$ cat config.mk
export PLATFORM = sky130hd
export DESIGN_NAME = array_loader_n_m
export DESIGN_NICKNAME = d
export VERILOG_FILES = /design/src/rtl/array_loader_n_m.sv
export SDC_FILE = /design/constraint.sdc
export NUM_CORES = 1
export LEC_CHECK = 0
export CAP_MARGIN = 20
export CORE_MARGIN = 2
export CORE_UTILIZATION = 45
export DETAILED_ROUTE_END_ITERATION = 16
export PLACE_DENSITY = 0.75
export SLEW_MARGIN = 20
export SYNTH_ARGS = -nofsm -noshare
export SYNTH_HDL_FRONTEND = slang
export SYNTH_SLANG_ARGS = --single-unit
$ cat constraint.sdc
create_clock -name clk_i -period 1.79 [get_ports clk_i]
set_input_delay 0.179 -clock clk_i [delete_from_list [all_inputs] [get_ports clk_i]]
set_output_delay 0.179 -clock clk_i [all_outputs]
set_load 0.005 [all_outputs]
$ cat src/rtl/array_loader_n_m.sv
// Serial-to-array loader: collects n-bit words over valid/ready into an (m+1)-entry
// array, index 0 first, and holds the complete frame until the consumer releases it.
//
// state | meaning
// ------+---------------------------------------------------------------
// FILL  | accepting words, one per cycle, into arr_o[idx_o]
// FULL  | all m+1 entries written; frame frozen until release_i or clr_i
module array_loader_n_m #(
    parameter int n     = 4,
    parameter int m     = 15,
    parameter int value = 0,
    localparam int IW   = (m + 1 > 1) ? $clog2(m + 1) : 1
) (
    input  logic          clk_i,
    input  logic          rst_i,
    input  logic [n-1:0]  data_i,
    input  logic          valid_i,
    output logic          ready_o,
    input  logic          clr_i,
    input  logic          release_i,
    output logic [n-1:0]  arr_o [0:m],
    output logic [IW-1:0] idx_o,
    output logic          full_o,
    output logic          done_o
);

    typedef enum logic {
        FILL = 1'b0,
        FULL = 1'b1
    } state_t;

    localparam logic [n-1:0]  CLR_VAL  = value[n-1:0];
    localparam logic [IW-1:0] IDX_LAST = IW'(m);

    state_t state;

    // ready_o and full_o are registered copies of the state decode so that
    // no input reaches an output combinationally.
    always_ff @(posedge clk_i or negedge rst_i) begin
        if (!rst_i) begin
            state   <= FILL;
            idx_o   <= '0;
            ready_o <= 1'b1;
            full_o  <= 1'b0;
            done_o  <= 1'b0;
            for (int i = 0; i <= m; i++) begin
                arr_o[i] <= CLR_VAL;
            end
        end else begin
            done_o <= 1'b0;
            if (clr_i) begin
                state   <= FILL;
                idx_o   <= '0;
                ready_o <= 1'b1;
                full_o  <= 1'b0;
                for (int i = 0; i <= m; i++) begin
                    arr_o[i] <= CLR_VAL;
                end
            end else begin
                case (state)
                    FILL: begin
                        if (valid_i) begin
                            arr_o[idx_o] <= data_i;
                            if (idx_o == IDX_LAST) begin
                                idx_o   <= '0;
                                state   <= FULL;
                                ready_o <= 1'b0;
                                full_o  <= 1'b1;
                                done_o  <= 1'b1;
                            end else begin
                                idx_o <= idx_o + 1'b1;
                            end
                        end
                    end
                    FULL: begin
                        // Frame is retained on release; later accepts overwrite it in place.
                        if (release_i) begin
                            state   <= FILL;
                            ready_o <= 1'b1;
                            full_o  <= 1'b0;
                        end
                    end
                    default: begin
                        state   <= FILL;
                        ready_o <= 1'b1;
                        full_o  <= 1'b0;
                    end
                endcase
            end
        end
    end

endmodule

# ---- Word level (Yosys, flattened, before mapping)
# Index checks and enable logic that the tools add are counted.
# W data, S select, Z words.
dict set report op_classes {
  add_sub_neg 1
  order_cmp 2
  n_eq_ne 5
  mux 27
  n_bitwise 2
  reduce_logical 4
}
# operator count
set op_table {}
lappend op_table {{$mux W64} 3}
lappend op_table {{$bwmux W64} 1}
lappend op_table {{$mux W4} 5}
lappend op_table {{$demux W4 S4} 1}
lappend op_table {{$mux W1} 14}
lappend op_table {{$ne A3 B3 Y1 const B} 3}
lappend op_table {{$pmux W1 S2} 3}
lappend op_table {{$ge A5 B5 Y1 const B} 1}
lappend op_table {{$lt A5 B1 Y1 const B} 1}
lappend op_table {{$not A4 Y5} 1}
lappend op_table {{$add A4 B1 Y4 const B} 1}
lappend op_table {{$eq A4 B4 Y1 const B} 1}
lappend op_table {{$reduce_and A3 Y1} 1}
lappend op_table {{$ne A2 B2 Y1 const B} 1}
lappend op_table {{$reduce_and A2 Y1} 1}
lappend op_table {{$reduce_bool A2 Y1} 1}
lappend op_table {{$logic_and A1 B1 Y1} 1}
lappend op_table {{$not A1 Y1} 1}
dict set report totals {
  ff_bits 72
  in_bits 9
  output_inout_bits 71
  word_cells 62
}

# ---- Depth between registers and ports, before layout
# Gate-level depths: netlist (run 1).
dict set report logic_depth {
  depth_word 9
  mapped_depth 5
  ltp_nobuf 4
}

# ---- Worst setup path before layout (run 1)
# OpenSTA, ideal clock, no wires.
dict set report synth_timing {
  kind {reg2reg}
  startpoint {register idx_o[0]}
  endpoint {register arr_o[12] (netlist name)}
  setup_ps 123
  t_arrival_ps 1291
  t_required_ps 1667
  path_slack_ps 375
  stages_incl_launch_ff 6
  n_path_buf 1
  period_less_slack_ps 1415
  path_cell_list {dfrtp_1 inv_1 ha_1 clkbuf_1 a41oi_2 o2bb2ai_1}
}
dict set report synth_between {
  elab_chain_cells 9
  elab_cells_between_ends 10
  classes_between {2 x order compare; 6 x mux; 1 x bitwise; 1 x reduce/logical}
}
# element line
set synth_lines {}
lappend synth_lines {{from (decl)} 22} ;# output logic [IW-1:0] idx_o,
lappend synth_lines {{from (signal assigned)} 71} ;# idx_o <= idx_o + 1'b1;
lappend synth_lines {{$not A4 Y5 (not written as such) (*)} 63} ;# arr_o[idx_o] <= data_i;
lappend synth_lines {{$ge A5 B5 Y1 (not written as such) / $lt A5 B1 Y1 (equally long branches)} 63}
lappend synth_lines {{$logic_and A1 B1 Y1 (not written as such)} 63}
lappend synth_lines {{$mux W4 (not written as such)} 63}
lappend synth_lines {{$demux W4 S4 (*)} 63}
lappend synth_lines {{$bwmux W64 (*)} 63}
lappend synth_lines {{$mux W64 (*)} 62} ;# if (valid_i) begin
lappend synth_lines {{$mux W64 (*)} 60} ;# case (state)
lappend synth_lines {{$mux W64 (*)} 51} ;# if (clr_i) begin
lappend synth_lines {{to (signal, indexed assignment)} 63}
lappend synth_lines {{to (decl)} 21} ;# output logic [n-1:0] arr_o [0:m],
# Every way passes the cells marked *; elsewhere a longest branch is shown, timed or not. The select of a mux whose other input is x is not followed.
# A chain may end at the register's enable or synchronous reset.

# ---- Worst setup path in the final report (run 1)
dict set report layout_timing {
  startpoint {register idx_o[2]}
  endpoint {output port idx_o[2]}
}
# No word-level cell between the ends.

==> flow_summary.yaml, run 1 <==
drt:
  drc_errors: 0
  vias: 2243
  wl_per_cell_microns: 18.2
  totalWireLength_microns: 7180
  ant_nets: 0
  drtIter0Drc: 92
  first_pass_iters: 4
  via_per_inst: 5.69
synthesis:
  synth-async-reset-ratio: 1.00
  synth_top_family_by_area: "compound AO/OA/AOI/OAI gates"
  yosys_warnings: 0
  synth.mux.area_fraction: 0.00336
  synth_compound_area_frac: 0.273
  yosysUniqueCellTypes: 25
  synth_simple_gate_area_frac: 0.0651
  netlist.area_leader.share: 0.596
  synthTopCellsByCount: "71 x dfrtp_1, 64 x o2bb2ai_1, 18 x nand2_1, 12 x a31oi_2, 9 x buf_2"
  synth_fp_nets: 235
  seq_area_frac_synth: 0.605
  syn-instance-count: 222
  ys.flop_type: "dfrtp_1"
  synth_most_common_cell: "dfrtp_1"
  syn_area_sq_mm: 0.00298
  synth_edf_count: 0
  syn_avg_cell_area_sq_um: 13.4
  yosys.area.top_type: "dfrtp_1"
  synth-adder-area-share: 0.0168
  ys_ff_latch: 72
  synthXorXnorAreaFrac: 0.00294
  synth.area.top_cells: "dfrtp_1 60%, o2bb2ai_1 19%, a31oi_2 5.0%"
timing:
  min_period_ns: 1.66
  rsz0062_at_grt: "no"
  hold_viol: 0
  tightest_slew_ns: 0.440
  fin_worst_skew_ns: 0.0114
  maxSlewHeadroom: 0.707
  setup_violations: 0
  drv_slew: 0
  period_share: 0.929
  fmax_mhz: 601
  fin_tns_setup_ns: 0
critical_path:
  crit_path_top_delay_cell: "clkdlybuf4s50_1"
  path_max_fanout: 8
  critPathLaunchType: "register"
  path_cells: "buf_4 -> clkdlybuf4s50_1"
  slowest_delay_ns: 0.52
  worstPathArrival_ns: 1.48
  cp-end-kind: "primary output"
  critical_path_class: "reg2out"
  rrSetupSlack_ns: 0.25
  ff2ff_path_depth: 4
  reg2reg_from: "idx_o[1]"
  critPathCapture: "idx_o[2]"
  worstReg2RegEnd: "arr_o[8]"
  cp.required_ns: 1.61
  crit_start: "idx_o[2]"
cts:
  clk_latency_ns: 0.34
  cts.sinks: 72
  cts_tree: "yes"
  numCtsBuffers: 9
  cts_buffer_depth: 2
  htree_levels: 3
  path_clk_slew_ns: 0.08
  cts-root-buf: "clkbuf_8"
global_routing:
  antenna_found_initial: 0
  grt_first_pass_wirelength_microns: 11800
  track_usage: 0.211
  globalRouteOverflowTotal: 0
  grt_pass1_vias: 2319
  grt_max_degree: 73
final_layout:
  post-route-cell-area_sq_mm: 0.00415
  final_nets: 325
  fin_util: 0.649
  syn_to_final_growth_pct: 39.1
  drive_gt1_frac: 0.167
  num_antenna_cells: 0
placement:
  gp_congestion: 0.795
  dpl-instance-area_sq_mm: 0.00390
  place_hpwl_microns: 4710
  io_buffers: 79
die:
  chipHeight_microns: 85.4
  die_area_sq_mm: 0.00729
  core_area_sq_mm: 0.00639
  start_util: 0.467
  io_pins: 80
  chipWidth_microns: 85.4
  rows: 29
power_and_ir_drop:
  vdd_drop_max_mv: 0.436
  p_leak_nw: 1.67
  powerDensity_mw_per_mm2: 813
  power_w: 0.00337
min_path:
  hold_path.class: "in2async"
outcome:
  status: "finished, final reports clean"
job:
  max_cap_viol_count: 0
-- worst max-delay path: cells and delay by family (launching register included) --
family	cells	cell delay [ns]
buf+inv	2	0.72
flops	1	0.43
-- layout make-up --
cell class / instances / area [sq um]
Multi-Input combinational cell: 131 / 1080
Clock inverter: 4 / 76.3
Fill cell: 492 / 2240
Sequential cell: 72 / 1800
Clock buffer: 12 / 155
Timing Repair Buffer: 96 / 928
Inverter: 2 / 7.51
Tap cell: 77 / 96.3
-- flip-flops by register name, summed over array words and instances, names as in the netlist --
register / cells
arr_o: 64
done_o: 1
full_o: 1
state: 1
ready_o: 1
idx_o: 4
-- cells by family (layout without fill, tap and decap cells) --
family	Yosys count	in the layout
buffers and inverters	19	114
multiplexers	1	1
AO/OA/AOI/OAI	87	87
adder cells (fa/ha/maj)	4	4
AND/OR/NAND/NOR	38	38
flip-flops	72	72
XOR/XNOR	1	1
-- placed cells by master (no fill, tap or decap) --
| cell type | instances |
|---|---|
| buf_2 | 1 |
| nand3_1 | 5 |
| clkbuf_8 | 11 |
| buf_4 | 15 |
| bufinv_16 | 2 |
| inv_1 | 2 |
| nor2b_2 | 1 |
| clkinv_4 | 1 |
| a41oi_2 | 4 |
| nor2_1 | 3 |
| clkbuf_1 | 1 |
| o2bb2ai_1 | 64 |
| nand4_1 | 1 |
| clkinvlp_4 | 1 |
| xor2_1 | 1 |
| ha_1 | 4 |
| nor2_2 | 1 |
| clkdlybuf4s50_1 | 78 |
| dfrtp_1 | 70 |
| a21oi_1 | 5 |
| nor3b_4 | 1 |
| mux2i_1 | 1 |
| a31oi_2 | 12 |
| dlygate4sd3_1 | 1 |
| buf_12 | 1 |
| a21o_1 | 1 |
| dfstp_2 | 1 |
| nor2b_1 | 2 |
| o21ai_0 | 1 |
| nand3b_1 | 2 |
| nand2_1 | 18 |
| dfrtp_2 | 1 |
| nand2b_1 | 4 |
-- how the worst min path moves through the flow --
stage	to	slack [ns]	cells past startpoint
after floorplan	arr_o[0]	-0.12	0
after global placement	done_o	0.23	2
after detailed placement	done_o	0.23	2
after CTS	done_o	0.39	3
after global routing	done_o	0.43	3
final	arr_o[55]	0.39	3
-- per-stage QoR --
stage / worst slack (ns) / hold slack [ns] / instances
after floorplan: 0.375 / -0.117 / 222
after global placement: 0.217 / 0.230 / 377
after detailed placement: 0.144 / 0.232 / 377
after CTS: 0.0409 / 0.392 / 394
after global routing: 0.0426 / 0.426 / 394
final: 0.127 / 0.390 / 394
-- where the power goes --
part	leakage [nW]	switching [W]	internal [W]
clock network	0.113	0.000593	0.000864
registers	0.997	0.0000136	0.00164
logic	0.562	0.000158	0.0000996
-- per-layer routing --
metal  vias to the layer above  part of all wire  wire length (microns)  global-route usage
met5                         -                 0                      0                   0
met4                         0             0.015                    108              0.0750
met3                        12             0.078                    562              0.0623
met2                        90              0.44                   3160               0.309
met1                      1110              0.47                   3350               0.300
li1                       1031                 -                      -                   -
-- timing repair --
item                       in CTS  in global routing
hold buffers                    1                  0
setup buffers                   0                  0
resized for setup               0                  1
hold endpoints to repair       71                  0
setup endpoints to repair       0                  1
Power figures use the tool's default switching activity.
==> run 2: changes to the inputs <==
--- a/config.mk
+++ b/config.mk
@@ -10,6 +10,7 @@
 export CORE_UTILIZATION = 45
 export DETAILED_ROUTE_END_ITERATION = 16
 export PLACE_DENSITY = 0.75
+export REMOVE_ABC_BUFFERS = 1
 export SLEW_MARGIN = 20
 export SYNTH_ARGS = -nofsm -noshare
 export SYNTH_HDL_FRONTEND = slang
==> run 2 against run 1 <==
Effect of this change:
- setup slack lost 0.064 ns
- critical path depth shrank 1
- combinational power grew 3%
- total power shrank 5.3%
- clock-buffer cell count shrank 2
- wire length grew 5.7%
- sequential power is essentially flat
- critical endpoint unchanged
- highest routed layer unchanged
==> flow_summary.yaml, run 2 (same netlist as run 1, synthesis figures left out) <==
outcome:
  status: "finished, final reports clean"
cts:
  htree_levels: 3
  cts.sinks: 72
  cts_buffer_depth: 2
  numCtsBuffers: 9
  cts-root-buf: "clkbuf_8"
  cts_tree: "yes"
  clk_latency_ns: 0.34
  path_clk_slew_ns: 0.08
timing:
  tightest_slew_ns: 0.563
  setup_violations: 0
  fin_tns_setup_ns: 0
  rsz0062_at_grt: "no"
  fmax_mhz: 579
  fin_hold_ws_ns: 0.356
  fin_worst_skew_ns: 0.0108
  hold_viol: 0
  period_share: 0.965
  maxSlewHeadroom: 0.625
  min_period_ns: 1.73
  drv_slew: 0
drt:
  wl_met2_microns: 3500
  wl_per_cell_microns: 19.3
  route.met3.wl_microns: 509
  ant_nets: 0
  via_per_inst: 5.85
  drtIter0Drc: 169
  drc_errors: 0
  totalWireLength_microns: 7580
  first_pass_iters: 4
  vias: 2298
  routed.top_layer: "met4"
  wl_met1_microns: 3450
final_layout:
  drive_gt1_frac: 0.168
  largest_register: "arr_o"
  largest_register_ffs: 64
  post-route-cell-area_sq_mm: 0.00414
  stdcell_count: 393
  layout_common_cells: "78 x clkdlybuf4s50_1, 70 x dfrtp_1, 64 x o2bb2ai_1, 18 x nand2_1, 13 x buf_4"
  num_antenna_cells: 0
  final_nets: 325
  syn_to_final_growth_pct: 38.7
  layout_commonest_cell: "clkdlybuf4s50_1"
  fin_util: 0.648
  reg_top3: "arr_o: 64 flops, idx_o: 4 flops"
critical_path:
  crit_path_top_delay_cell: "dfrtp_1"
  critical_path_class: "reg2out"
  critPathLaunchType: "register"
  slowest_delay_ns: 0.61
  worstPathArrival_ns: 1.55
  cp_top_family: "flip-flops"
  cp.required_ns: 1.61
  path_buf_inv: 1
  cp-end-kind: "primary output"
  path_cells: "clkdlybuf4s50_1"
  path_max_fanout: 10
power_and_ir_drop:
  powerDensity_mw_per_mm2: 772
  vdd_drop_max_mv: 0.534
  p_leak_nw: 1.66
die:
  chipWidth_microns: 85.4
  core_area_sq_mm: 0.00639
  chipHeight_microns: 85.4
  die_area_sq_mm: 0.00729
  start_util: 0.467
  io_pins: 80
  rows: 29
placement:
  gp_congestion: 0.776
  post-place-cells: 377
  place_hpwl_microns: 4990
  io_buffers: 79
  dpl-instance-area_sq_mm: 0.00393
global_routing:
  globalRouteOverflowTotal: 0
  grt_pass1_vias: 2352
  antenna_found_initial: 0
  track_usage: 0.224
  grt_first_pass_wirelength_microns: 12500
  grt_max_degree: 28
job:
  max_cap_viol_count: 0
min_path:
  hold_path.class: "in2async"
[run 2: cell count changes in the layout (fill, tap and decap cells not counted), sizes merged]
cell and change:
clkinvlp +2, clkbuf -2, bufinv -1
[run 2: per-stage QoR]
stage | setup slack, ns | power [W]
after floorplan | -0.416 | 0.00179
after global placement | 0.198 | 0.00195
after detailed placement | 0.160 | 0.00195
after CTS | 0.0157 | 0.00320
after global routing | 0.0410 | 0.00331
final | 0.0631 | 0.00319
[run 2: power by group]
part,switching [W],internal (W)
Combinational,0.000161,0.000105
Sequential,0.0000160,0.00164
Clock,0.000597,0.000671
Total,0.000774,0.00242
[run 2: worst paths after layout]
path                                 from         to  slack (ns)  depth (start not counted)
worst max-delay path             idx_o[2]   idx_o[2]        0.06                          1
worst min-delay path                rst_i  arr_o[49]        0.36                          2
worst max register to register   idx_o[0]   arr_o[6]        0.18                          4
worst min register to register  arr_o[29]  arr_o[29]        0.49                          1
max in group asynchronous           rst_i    ready_o        0.80                          3
min in group clk_i              arr_o[29]  arr_o[29]        0.49                          1
[run 2: layout make-up]
cell class                 instances  area, sq um
fill                             515         2250
tap                               77         96.3
timing repair buffer              96          953
multi-input combinational        131         1080
clock buffer                      10          138
sequential                        72         1800
inverter                           2         7.51
clock inverter                     5         57.6
[run 2: routing by layer]
layer,track usage,vias up
met5,0,-
met2,0.328,94
met4,0.0693,0
met3,0.0593,12
li1,-,1033
met1,0.328,1159
[run 2: timing repair]
item                                   CTS  global route
endpoints found under the hold margin   21             0
hold buffers                             1             0
setup buffers                            0             0
setup endpoints to repair                0             1
resized for setup                        0             1
==> run 3: changes to the inputs <==
--- a/config.mk
+++ b/config.mk
@@ -15,3 +15,4 @@
 export SYNTH_ARGS = -nofsm -noshare
 export SYNTH_HDL_FRONTEND = slang
 export SYNTH_SLANG_ARGS = --single-unit
+export TNS_END_PERCENT = 20
==> results of run 3 <==
Same layout as run 2: the final DEF is identical, and so are final timing and power.
